$ cat config.mk
export PLATFORM = sky130hd
export DESIGN_NAME = universal_shift_reg
export DESIGN_NICKNAME = d
export VERILOG_FILES = /design/src/rtl/usr_pkg.sv /design/src/rtl/usr_next_state.sv /design/src/rtl/universal_shift_reg.sv
export SDC_FILE = /design/constraint.sdc
export NUM_CORES = 1
export LEC_CHECK = 0
export BUFFER_PORTS_ARGS = -buffer_cell sky130_fd_sc_hd__buf_4
export CELL_PAD_IN_SITES_DETAIL_PLACEMENT = 1
export CELL_PAD_IN_SITES_GLOBAL_PLACEMENT = 2
export CORE_MARGIN = 10
export CORE_UTILIZATION = 27
export CTS_BUF_LIST = sky130_fd_sc_hd__clkbuf_2 sky130_fd_sc_hd__clkbuf_4 sky130_fd_sc_hd__clkbuf_8
export CTS_CLUSTER_SIZE = 20
export DETAILED_ROUTE_END_ITERATION = 8
export GPL_TIMING_DRIVEN = 0
export PLACE_DENSITY_LB_ADDON = 0.1
export REMOVE_ABC_BUFFERS = 1
export SETUP_SLACK_MARGIN = 0.3
export SYNTH_ARGS = -nofsm -noshare
export SYNTH_HDL_FRONTEND = slang
export SYNTH_SLANG_ARGS = --single-unit
$ cat constraint.sdc
create_clock -name CLK -period 1.5 [get_ports CLK]
set_input_delay 0.075 -clock CLK [delete_from_list [all_inputs] [get_ports CLK]]
set_output_delay 0.075 -clock CLK [all_outputs]
set_load 0.01 [all_outputs]
$ cat src/rtl/usr_pkg.sv
// Shared operation encodings for the universal shift register and its controllers.
package usr_pkg;

    localparam logic [2:0] MODE_HOLD = 3'b000;
    localparam logic [2:0] MODE_LOAD = 3'b001;
    localparam logic [2:0] MODE_SHL  = 3'b010;
    localparam logic [2:0] MODE_SHR  = 3'b011;
    localparam logic [2:0] MODE_ROL  = 3'b100;
    localparam logic [2:0] MODE_ROR  = 3'b101;
    localparam logic [2:0] MODE_CLR  = 3'b110;
    localparam logic [2:0] MODE_INV  = 3'b111;

endpackage : usr_pkg

$ cat src/rtl/usr_next_state.sv
// Combinational next-value logic for the universal shift register.
module usr_next_state
    import usr_pkg::*;
#(
    parameter int WIDTH = 8
) (
    input  logic [WIDTH-1:0] q,
    input  logic [2:0]       mode,
    input  logic [WIDTH-1:0] d,
    input  logic             sil,
    input  logic             sir,
    output logic [WIDTH-1:0] q_next,
    output logic             zero_next
);

    // Select the new register value for the requested operation
    always_comb begin
        q_next = q;
        case (mode)
            MODE_HOLD: q_next = q;
            MODE_LOAD: q_next = d;
            MODE_SHL:  q_next = {q[WIDTH-2:0], sil};
            MODE_SHR:  q_next = {sir, q[WIDTH-1:1]};
            MODE_ROL:  q_next = {q[WIDTH-2:0], q[WIDTH-1]};
            MODE_ROR:  q_next = {q[0], q[WIDTH-1:1]};
            MODE_CLR:  q_next = {WIDTH{1'b0}};
            MODE_INV:  q_next = ~q;
            default:   q_next = q;
        endcase
    end

    // Zero flag is derived from the new value so it registers alongside Q
    always_comb begin
        zero_next = (q_next == {WIDTH{1'b0}});
    end

endmodule : usr_next_state

$ cat src/rtl/universal_shift_reg.sv
// Universal shift register: Q, QN and ZERO registered together; SOL/SOR tap Q.
module universal_shift_reg
    import usr_pkg::*;
#(
    parameter int               WIDTH   = 8,
    parameter logic [WIDTH-1:0] RST_VAL = {WIDTH{1'b0}}
) (
    input  logic             CLK,
    input  logic             RST,
    input  logic             EN,
    input  logic [2:0]       MODE,
    input  logic [WIDTH-1:0] D,
    input  logic             SIL,
    input  logic             SIR,
    output logic [WIDTH-1:0] Q,
    output logic [WIDTH-1:0] QN,
    output logic             SOL,
    output logic             SOR,
    output logic             ZERO
);

    localparam logic RST_ZERO = (RST_VAL == {WIDTH{1'b0}});

    logic [WIDTH-1:0] q_q;
    logic [WIDTH-1:0] q_d;
    logic [WIDTH-1:0] qn_q;
    logic [WIDTH-1:0] qn_d;
    logic             zero_q;
    logic             zero_d;
    logic [WIDTH-1:0] q_next_s;
    logic             zero_next_s;

    usr_next_state #(
        .WIDTH (WIDTH)
    ) u_next (
        .q         (q_q),
        .mode      (MODE),
        .d         (D),
        .sil       (SIL),
        .sir       (SIR),
        .q_next    (q_next_s),
        .zero_next (zero_next_s)
    );

    // Enable gating; QN comes from the pre-edge next value, never from updated Q
    always_comb begin
        q_d    = q_q;
        qn_d   = qn_q;
        zero_d = zero_q;
        if (EN) begin
            q_d    = q_next_s;
            qn_d   = ~q_next_s;
            zero_d = zero_next_s;
        end else begin
            q_d    = q_q;
            qn_d   = qn_q;
            zero_d = zero_q;
        end
    end

    // State registers with asynchronous reset to RST_VAL
    always_ff @(posedge CLK or posedge RST) begin
        if (RST) begin
            q_q    <= RST_VAL;
            qn_q   <= ~RST_VAL;
            zero_q <= RST_ZERO;
        end else begin
            q_q    <= q_d;
            qn_q   <= qn_d;
            zero_q <= zero_d;
        end
    end

    assign Q    = q_q;
    assign QN   = qn_q;
    assign ZERO = zero_q;
    assign SOL  = q_q[WIDTH-1];
    assign SOR  = q_q[0];

endmodule : universal_shift_reg

==> reports/metrics.csv <==
metric,value,unit
crit_type,reg2reg,
grt_use_total,10.85,%
setup_viol,3,
cts_buffers,3,
ys_ff_latch,17,
hold_viol_final,0,
whs_endpoint,QN[2],
dp_slack,-0.2930,ns
h-tree-depth,1,
synth_edf_count,0,
num_antenna_cells,0,
rsz0062_at_grt,true,
holdPathStages,3,
violations,negative setup slack,
overflow,0,
max_cap_viol_count,0,
start_util,28.15,%
drive_gt1_share,54.19,%
clk_latency,0.25,ns
synth_ff_type,dfstp_2,
synthArstFlopShare,100.0,%
worst_pin_slew,0.7022,ns
dr_total_vias,1022,
drv_slew,0,
grt_pass1_wl,5685,um
timing.rr.end,ZERO,
reg2reg_depth,4,
die_height,82.24,um
drtPass1Iterations,4,
routed_via_density,5.034,
vdd_drop_max,425.2,uV
syn_area,0.001046,mm2
yosysSeqAreaShare,41.75,%
fin_nets,172,
cp-start-kind,flip-flop,
synth_cell_types,37,
globalplace.congestion,0.7339,
setup_tns,-0.1666,ns
port_buffers,34,
io_pins,35,
syn_avg_cell_area,9.685,um2
die_w,82.24,um
core_area,0.003716,mm2
cp.arrival,1.78,ns
synthCells,108,
layout_worst_path_cycle_share,105.7,%
grt_pass1_vias,1094,
cts_max_path_buffers,2,
finalWirelength,3538,um
crit_fanout,5,
p_per_area,1080,mW/mm2
grt_max_degree,24,
antenna_found_initial,0,
min-delay-start,EN,
fin_worst_skew,0.004270,ns
drc,0,
rr_startpoint,Q[1],
wl_per_cell,17.43,um
dieArea,0.006763,mm2
crit_path_end_kind,flip-flop,
p_leak,0.7136,nW
cts_tree,done,
max_freq,631.0,MHz
synth_warnings,0,
drt_iter0_drc,38,
ant_nets,0,
rows,22,
dp_hpwl,2429,um
fin_crit,1.585,ns
reg2reg_slack,-0.08,ns
worst_slack,-0.08479,ns
cts.clk_slew.worst_paths,0.07,ns
clkSinkCount,17,
areaGrowthSynthToFinish,50.72,%
cts_root_buf,clkbuf_8,
cp.required,1.69,ns
outcome,"complete, but fails checks",
slew_headroom,53.13,%
hold_path.class,in2reg,
## report_power, final
| part | switching (W) | internal (W) | total (W) |
|---|---|---|---|
| logic | 0.000313 | 0.000376 | 0.000690 |
| clock network | 0.000161 | 0.000207 | 0.000368 |
| registers | 0.0000752 | 0.000570 | 0.000645 |
## synthesized netlist by cell type, types with 2 or more instances
master	count	share of area, %
and2b_1	2	1.4
dfrtp_1	8	19
mux2i_1	4	3.8
dfstp_2	9	23
buf_2	3	1.4
mux2_1	3	3.2
inv_1	8	2.9
mux2_2	2	2.2
nand2_1	9	3.2
o21ai_0	3	1.4
a222oi_1	2	1.9
a21oi_1	5	2.4
and4b_1	2	1.9
o21ai_1	5	2.4
clkbuf_1	2	0.72
nor2_1	7	2.5
o2bb2ai_1	6	5.0
nor3_1	2	0.96
buf_4	3	2.2
a221oi_1	2	1.7
o21a_1	5	3.6
## layout by cell type (no fill, tap or decap), types with 5 or more instances in the layout
cell,instances
dfrtp_2,6
nor2_1,6
o21a_1,5
inv_1,8
buf_6,6
o2bb2ai_1,5
dfstp_2,9
nand2_1,7
a21oi_1,5
buf_4,44
## worst max-delay path by stage
stage                  from  endpoint  slack, ns  cells after the start
floorplan              Q[4]      ZERO      -0.10                      5
global placement    MODE[1]      ZERO      -0.30                      6
detailed placement  MODE[1]      ZERO      -0.29                      6
CTS                    Q[7]      ZERO      -0.06                      5
global route           Q[1]      ZERO      -0.17                      4
finish                 Q[1]      ZERO      -0.08                      4
## stage by stage
stage | hold slack (ns) | instances | power, W | area [um2] | utilization [%]
finish | 0.1664 | 203 | 0.001703 | 1577 | 42.42
global route | 0.1763 | 203 | 0.001828 | 1577 | 42.42
CTS | 0.1650 | 200 | 0.001666 | 1508 | 40.57
detailed placement | 0.2294 | 182 | 0.001173 | 1316 | 35.42
global placement | 0.2009 | 182 | 0.001159 | 1316 | 35.42
floorplan | -0.005441 | 100 | 0.0008943 | 1001 | -
## critical path: stages (launching register included)
cell and delay (ns):
dfrtp_2 0.46, mux2_4 0.28, a222oi_1 0.37, and3_1 0.24, a32o_1 0.18
## cell type report
type                            instances  area [um2]
Clock buffer                            4       48.80
Fill cell                             439        2140
Inverter                                8       30.03
Multi-Input combinational cell         75       585.6
Sequential cell                        17       444.2
Tap cell                               48       60.06
Timing Repair Buffer                   51       407.9
## state kept, by name, indices dropped and copies added, names as in the netlist
signal  cells
Q           8
QN          8
ZERO        1
## routing by layer
metal	global-route usage, %	part of all wire [%]	vias to the layer above	wire [um]
met3	3.456	7.0	2	247
li1	-	-	488	-
met1	12.98	43	510	1517
met5	0	0	-	0
met4	3.571	0.48	0	17
met2	17.96	50	22	1756
## timing repair
action | CTS | global route
hold buffers | 1 | 0
setup buffers | 13 | 3
gates resized for setup | 13 | 12
hold endpoints to repair | 8 | 0
endpoints found under the setup margin | 13 | 18
pin swaps | 13 | 8
## cell families after synthesis
family	count (synthesis)	share of synthesized area [%]
AOI/OAI and AO/OA	36	26.20
xor gates and xnor gates	2	1.675
buffers and inverters	16	7.177
DFF	17	41.75
muxes	9	9.210
and+or+nand+nor	28	14.00
(Power assumes the default switching activity.)
